### src/rtl/hdb3_vb_sched.sv
// HDB3 substitution scheduler.
// Takes a strobed NRZ bit stream and replaces every run of four zeros with
// 000V or B00V. The choice depends on the mark parity since the last V.
// A 4-symbol look-back buffer holds recent symbols so that a B can still be
// written into the first zero of a run after the run has been recognised.
// Each symbol leaves the block exactly four strobes after its bit arrived.
module hdb3_vb_sched #(
  parameter int CNT_W = 16
) (
  input  logic             clk,
  input  logic             rst_n,
  input  logic             din_valid,
  input  logic             din,
  input  logic             hdb3_en,
  output logic [1:0]       code_out,
  output logic             code_valid,
  output logic [CNT_W-1:0] v_count
);

  // Symbol codes sent to the polarity converter.
  typedef enum logic [1:0] {
    SYM_ZERO = 2'b00,
    SYM_MARK = 2'b01,
    SYM_B    = 2'b10,
    SYM_V    = 2'b11
  } sym_t;

  localparam logic [2:0]       FILL_FULL = 3'd4;
  localparam logic [1:0]       ZCNT_MAX  = 2'd3;
  localparam logic [CNT_W-1:0] VCNT_MAX  = {CNT_W{1'b1}};

  // sr_q[0] holds the newest symbol and sr_q[3] the oldest, which is sent next.
  sym_t             sr_q [4];
  sym_t             sr_d [4];
  logic [1:0]       zcnt_q, zcnt_d;       // zeros seen since the last mark or V, capped at 3
  logic             parity_q, parity_d;   // marks since the last V, modulo 2
  logic [2:0]       fill_q, fill_d;       // number of valid buffer entries, capped at 4
  logic [CNT_W-1:0] v_count_q, v_count_d;
  sym_t             code_out_q, code_out_d;
  logic             code_valid_q, code_valid_d;

  logic             subst;

  // Next-state logic: shift in one symbol per strobe and apply substitution.
  // NOTE: every signal gets a default at the top of the block, so no path can
  // leave one unassigned and infer a latch. Blocking '=' is correct here because
  // this block is combinational.
  always_comb begin
    sr_d         = sr_q;
    zcnt_d       = zcnt_q;
    parity_d     = parity_q;
    fill_d       = fill_q;
    v_count_d    = v_count_q;
    code_out_d   = code_out_q;
    code_valid_d = 1'b0;
    subst        = 1'b0;

    if (din_valid) begin
      // The oldest symbol is sent before the shift. It only counts as valid
      // after the buffer has filled once.
      code_out_d   = sr_q[3];
      code_valid_d = (fill_q == FILL_FULL);

      sr_d[3] = sr_q[2];
      sr_d[2] = sr_q[1];
      sr_d[1] = sr_q[0];
      sr_d[0] = din ? SYM_MARK : SYM_ZERO;
      fill_d  = (fill_q == FILL_FULL) ? FILL_FULL : fill_q + 3'd1;

      subst = hdb3_en && !din && (zcnt_q == ZCNT_MAX);

      if (subst) begin
        sr_d[0] = SYM_V;
        // When the parity is even, the first zero of the run has just moved
        // into sr[3]. That zero becomes the B.
        if (!parity_q) begin
          sr_d[3] = SYM_B;
        end
        zcnt_d    = 2'd0;
        parity_d  = 1'b0;
        v_count_d = (v_count_q == VCNT_MAX) ? VCNT_MAX : v_count_q + 1'b1;
      end else if (din) begin
        zcnt_d   = 2'd0;
        parity_d = ~parity_q;
      end else begin
        // The cap at 3 only matters while substitution is disabled.
        zcnt_d = (zcnt_q == ZCNT_MAX) ? ZCNT_MAX : zcnt_q + 2'd1;
      end
    end
  end

  // State registers with synchronous active-low reset.
  // NOTE: the look-back buffer is reset on purpose. A reset in the middle of
  // the stream must discard every buffered symbol, so that no partial zero run
  // can combine with zeros that arrive after the reset. Sequential state uses
  // non-blocking '<=' only.
  always_ff @(posedge clk) begin
    if (!rst_n) begin
      for (int i = 0; i < 4; i++) begin
        sr_q[i] <= SYM_ZERO;
      end
      zcnt_q       <= 2'd0;
      parity_q     <= 1'b0;
      fill_q       <= 3'd0;
      v_count_q    <= '0;
      code_out_q   <= SYM_ZERO;
      code_valid_q <= 1'b0;
    end else begin
      sr_q         <= sr_d;
      zcnt_q       <= zcnt_d;
      parity_q     <= parity_d;
      fill_q       <= fill_d;
      v_count_q    <= v_count_d;
      code_out_q   <= code_out_d;
      code_valid_q <= code_valid_d;
    end
  end

  assign code_out   = code_out_q;
  assign code_valid = code_valid_q;
  assign v_count    = v_count_q;

endmodule

### config.mk
export PLATFORM = sky130hd
export DESIGN_NAME = hdb3_vb_sched
export DESIGN_NICKNAME = d
export VERILOG_FILES = /design/src/rtl/hdb3_vb_sched.sv
export SDC_FILE = /design/constraint.sdc
export NUM_CORES = 1
export LEC_CHECK = 0
export ABC_CLOCK_PERIOD_IN_PS = 2110
export CAP_MARGIN = 40
export CORE_MARGIN = 3
export CORE_UTILIZATION = 55
export CTS_BUF_LIST = sky130_fd_sc_hd__clkbuf_4 sky130_fd_sc_hd__clkbuf_8
export DETAILED_ROUTE_END_ITERATION = 10
export PLACE_DENSITY = 0.91
export SETUP_SLACK_MARGIN = 0.4
export SLEW_MARGIN = 0
export SYNTH_ARGS = -nofsm -noshare
export SYNTH_HDL_FRONTEND = slang
export SYNTH_SLANG_ARGS = --single-unit
export TNS_END_PERCENT = 30
### constraint.sdc
create_clock -name clk -period 2.11 [get_ports clk]
set_input_delay 0.422 -clock clk [delete_from_list [all_inputs] [get_ports clk]]
set_output_delay 0.422 -clock clk [all_outputs]
set_load 0.01 [all_outputs]
Word-level counts from Yosys, hierarchy flattened
Cells that the tools add are included.
{ "classes": {"add_sub_neg": 3, "n_mul": 0, "n_div": 0, "order_cmp": 0, "eq_ne": 3, "shifts": 0, "muxes": 11, "n_bitwise": 1, "n_reduce_logical": 7} }
{ "op_table": {"columns": ["operator", "n"], "rows": [
  ["adder 16 x 1 -> 16 bit, second input constant", 1],
  ["== test 16 bit, second input constant", 1],
  ["two-way mux 16 bit", 1],
  ["two-way mux 2 bit", 6],
  ["AND reduction 2 bit", 3],
  ["adder 3 x 1 -> 3 bit, second input constant", 1],
  ["== test 3 bit, second input constant", 1],
  ["two-way mux 1 bit", 3],
  ["two-way mux 3 bit", 1],
  ["adder 2 x 1 -> 2 bit, second input constant", 1],
  ["== test 2 bit, second input constant", 1],
  ["logical AND 1 bit", 2],
  ["nonzero test 2 bit", 1],
  ["logical NOT 1 bit", 1],
  ["inverter 1 bit", 1]
]} }
{ "word_totals": {"register_bits": 33, "latch_bits": 0, "ram_bits": 0, "romBits": 0, "input_bits": 5, "out_inout_bits": 19, "wordCells": 35, "memories": 0} }

Longest topological paths before layout
{ "depth": {"depth_word": 5, "ltp_mapped": 6} }

Least setup slack after synthesis
Ideal clock, no wire load.
{ "synth_path": {"path_type": "input to register", "from": "input din", "to": "register v_count_q[15], in the netlist v_count[15]", "setup_ns": 0.116, "arrival_ns": 1.612, "required_time_ns": 1.994, "path_slack_ns": 0.382, "path_stages": 5, "n_path_buf": 1, "path_cell_list": "and4b_1 buf_4 nand4_4 or4_1 o211a_1"} }
{ "synth_between": {"elab_chain_len": 4} }
{ "synth_lines": {"columns": ["element", "line", "text"], "rows": [
  ["from (decl)", "13", "input logic din,"],
  ["logical NOT 1 bit", "70", "subst = hdb3_en && !din && (zcnt_q == ZCNT_MAX);"],
  ["logical AND 1 bit (2 in series)", "70", null],
  ["AND reduction 2 bit (no line)", null, null],
  ["to (signal assigned)", "113", "v_count_q <= v_count_d;"],
  ["to (decl)", "38", "logic [CNT_W-1:0] v_count_q, v_count_d;"]
]} }
No other way between the ends.
A chain may end at the register's enable or synchronous reset.

Worst setup path after layout
{ "layout_path": {"from": "register v_count_q[9], in the netlist v_count[9]", "to": "output v_count[9]"} }
{ "layout_lines": {"columns": ["element", "line", "text"], "rows": [
  ["to (decl)", "17", "output logic [CNT_W-1:0] v_count"]
]} }
No word-level cell between the ends.

==> reports/qor.txt <==
Netlist Area Pre-Place -> 0.00152 mm^2
Reg area -> 672 um^2
Max-Cap Viols -> 0
CTS max path bufs -> 2
Overall die width -> 58.6 um
CP Capture Type -> output pin
Post-DRT Antenna Nets -> 0
Distinct cells, synth -> 42
Total CTS buffers -> 5
CP Max Fanout -> 6
CP Buf/Inv Count -> 1
Max incr delay on CP -> 570 ps
Core box area -> 0.00254 mm^2
PnR worst setup slack -> 339 ps
Post-Syn Instances -> 163
IO Port Bufs -> 23
Pint -> 0.000944 W
Critical path arrival -> 1350 ps
Ant diodes -> 0
Rows -> 18
Total track usage -> 0.254
Hold/Removal Path Class -> reg2reg
Worst Path Required -> 1690 ps
Logic pwr share -> 0.056
Share of layout cells above drive strength 1 -> 0.193
Worst skew pair latency -> 350 ps
# DRC -> 0
Root buf cell -> clkbuf_4
Drt via density -> 6.13
Lkg Pwr -> 0.857 nW
Vias -> 1423
Seq/Total Area, Yosys -> 0.435
Clk pwr share -> 0.419
Cell family with most CP delay -> buffers and inverters
Die height -> 58.6 um
Average size of a mapped cell -> 9.33 um^2
WS Path Type -> reg2out
Dominant cells by area after synthesis -> dfxtp_1 43%, mux2i_1 6.6%, a21oi_1 5.9%
Antenna violations before repair -> 0
RSZ-0062 raised after global routing -> yes
Worst VDD drop -> 0.653 mV
Sw Ratio -> 0.226
Area of the multi-input gates -> 826 um^2
Max transition margin -> 0.796
Clock slew at reported path FFs -> 110 ps
Synth area leader -> dfxtp_1
Top cell type's share of synthesized area -> 0.435
RePlAce Congestion -> 0.778
Slowest cell on crit path -> clkdlybuf4s50_1
Worst slack, placed -> -103 ps
H-tree depth -> 2
Full die area -> 0.00343 mm^2
DRC violation total after the first TritonRoute iteration -> 53
Final net count -> 209
Clock skew -> 11.1 ps
Synthesized Nets -> 171
Pwr dens -> 615 mW/mm^2
FILL cells -> 170
Fin crit period -> 1770 ps
Max Clk Rate -> 0.565 GHz
Pin count of the biggest net entering global routing -> 27
Psw -> 0.000276 W
Sequential power share -> 0.525
Hold Vio Cnt, Final -> 0
Outcome -> finished, final reports clean
Yosys warnings -> 0
Final Cycle Share -> 0.839
DRT Wirelength -> 3.90 mm
Fin. max-slew vios -> 0
CTS tree -> done
Fin cells -> 232
First-pass GRT wire length -> 6.49 mm
Post-CTS Hold Fix Bufs -> 0
Top Ports -> 24
Kind of start point of the critical path -> flip-flop
DP HPWL -> 2.62 mm
Post-Place Cells -> 223
Post-place instance area -> 0.00185 mm^2
Fin area -> 0.00199 mm^2
Grt ovf -> 0
Post-synthesis sequential element count -> 33
Number of global-route vias before repair -> 1444
Ordered cell list for the critical path -> clkdlybuf4s50_1
P&R area growth vs syn -> 30.6%
Tightest Pin Transition -> 301 ps
Drt wl/cell -> 16.8 um
DRT Pass-1 Iters -> 4
Endpoints failing setup -> 0
CTS Sinks -> 33
Starting density of the core -> 0.597
cells in the mapped netlist, drive strengths merged:
cell     n
nand3    8
and4b    2
or2      2
o31a     1
nor2     9
nor4     1
xnor2    3
or4      2
clkinv   1
o211a    2
a21oi   18
buf      5
nand2b   4
ha       3
nand2    9
a211oi   1
nor3     5
o21ai    2
clkbuf   2
o211ai   1
xor2     6
and4     4
a31oi    3
a211o    1
o41ai    1
mux2i   10
inv      4
o31ai    1
nand4    6
and3     4
nand4b   2
and2     1
o311a    1
o21bai   1
a31o     1
o221a    1
or3      2
dfxtp   33
logic make-up after synthesis:
group	synth area share
AO/OA/AOI/OAI	0.148
AND/OR/NAND/NOR	0.237
flip-flops	0.435
buffers and inverters	0.0379
multiplexers	0.0658
adder cells (fa/ha/maj)	0.0247
XOR/XNOR	0.0519
flip-flops by register name, indices dropped and copies added, names as in the netlist:
signal,flops
code_out,2
v_count,16
sr_q,8
parity_q,1
zcnt_q,2
fill_q,3
code_valid,1
power by group through the flow:
| stage | logic, W | clock network, W | registers, W |
|---|---|---|---|
| after floorplan | 0.0000415 | 0 | 0.000654 |
| after global placement | 0.0000643 | 0 | 0.000655 |
| after detailed placement | 0.0000686 | 0 | 0.000656 |
| after CTS | 0.0000687 | 0.000516 | 0.000642 |
| after global routing | 0.0000753 | 0.000545 | 0.000643 |
| final | 0.0000682 | 0.000512 | 0.000641 |
final cells by class:
class / count / area share
Multi-Input combinational cell: 119 / 0.416
Sequential cell: 33 / 0.338
Timing Repair Buffer: 37 / 0.173
Clock buffer: 6 / 0.0258
Clock inverter: 2 / 0.0189
Tap cell: 30 / 0.0189
Inverter: 5 / 0.00945
repair_timing:
| item | CTS | global route |
|---|---|---|
| resized for setup | 11 | 11 |
| pin swaps | 2 | 0 |
| endpoints found under the setup margin | 29 | 23 |
| buffers inserted | 0 | 0 |
| gates cloned | 1 | 0 |
layout by cell type (no fill, tap or decap), types with 2 or more instances in the layout:
master / Yosys / routed
and3_1: 4 / 4
nand2_1: 9 / 9
xor2_1: 6 / 6
clkdlybuf4s50_1: 0 / 14
a31oi_1: 3 / 3
mux2i_1: 10 / 10
dfxtp_1: 33 / 26
nor2_1: 9 / 9
or4_1: 2 / 2
dlygate4sd2_1: 0 / 4
nand4_1: 5 / 5
o21ai_0: 2 / 2
o211a_1: 2 / 2
dlymetal6s2s_1: 0 / 5
a21oi_2: 0 / 2
nor3_1: 5 / 5
nand2b_1: 4 / 4
xnor2_1: 3 / 3
dfxtp_2: 0 / 6
inv_1: 4 / 4
ha_1: 3 / 3
nand3_1: 8 / 8
nand4b_1: 2 / 2
a21oi_1: 18 / 16
clkbuf_4: 0 / 5
buf_4: 1 / 14
and4_1: 4 / 4
path summary, 6_finish.rpt:
| path | endpoint | depth (start not counted) | startpoint | slack [ps] |
|---|---|---|---|---|
| worst max-delay path | v_count[9] | 1 | v_count[9]$_SDFFE_PN0P_ | 340 |
| worst min-delay path | sr_q[0]$_SDFFE_PN0P_ | 2 | sr_q[0]$_SDFFE_PN0P_ | 480 |
| worst max register to register | v_count[15]$_SDFFE_PN0P_ | 4 | v_count[6]$_SDFFE_PN0P_ | 400 |
| worst min register to register | sr_q[0]$_SDFFE_PN0P_ | 2 | sr_q[0]$_SDFFE_PN0P_ | 480 |
routing by layer:
metal,vias up,wire (um),GRT usage
li1,681,-,-
met1,668,1500,0.283
met2,59,1990,0.437
met3,15,273,0.0789
met4,0,132,0.123
met5,-,0,0
through the flow:
stage               TNS [ps]  hold slack [ps]   util  total power, W
CTS                        0              487  0.772         0.00123
floorplan                  0              450      -        0.000696
global placement        -150              459  0.729        0.000719
finish                     0              484  0.780         0.00122
detailed placement      -836              470  0.729        0.000725
global route               0              498  0.780         0.00126
Power figures use the tool's default switching activity.
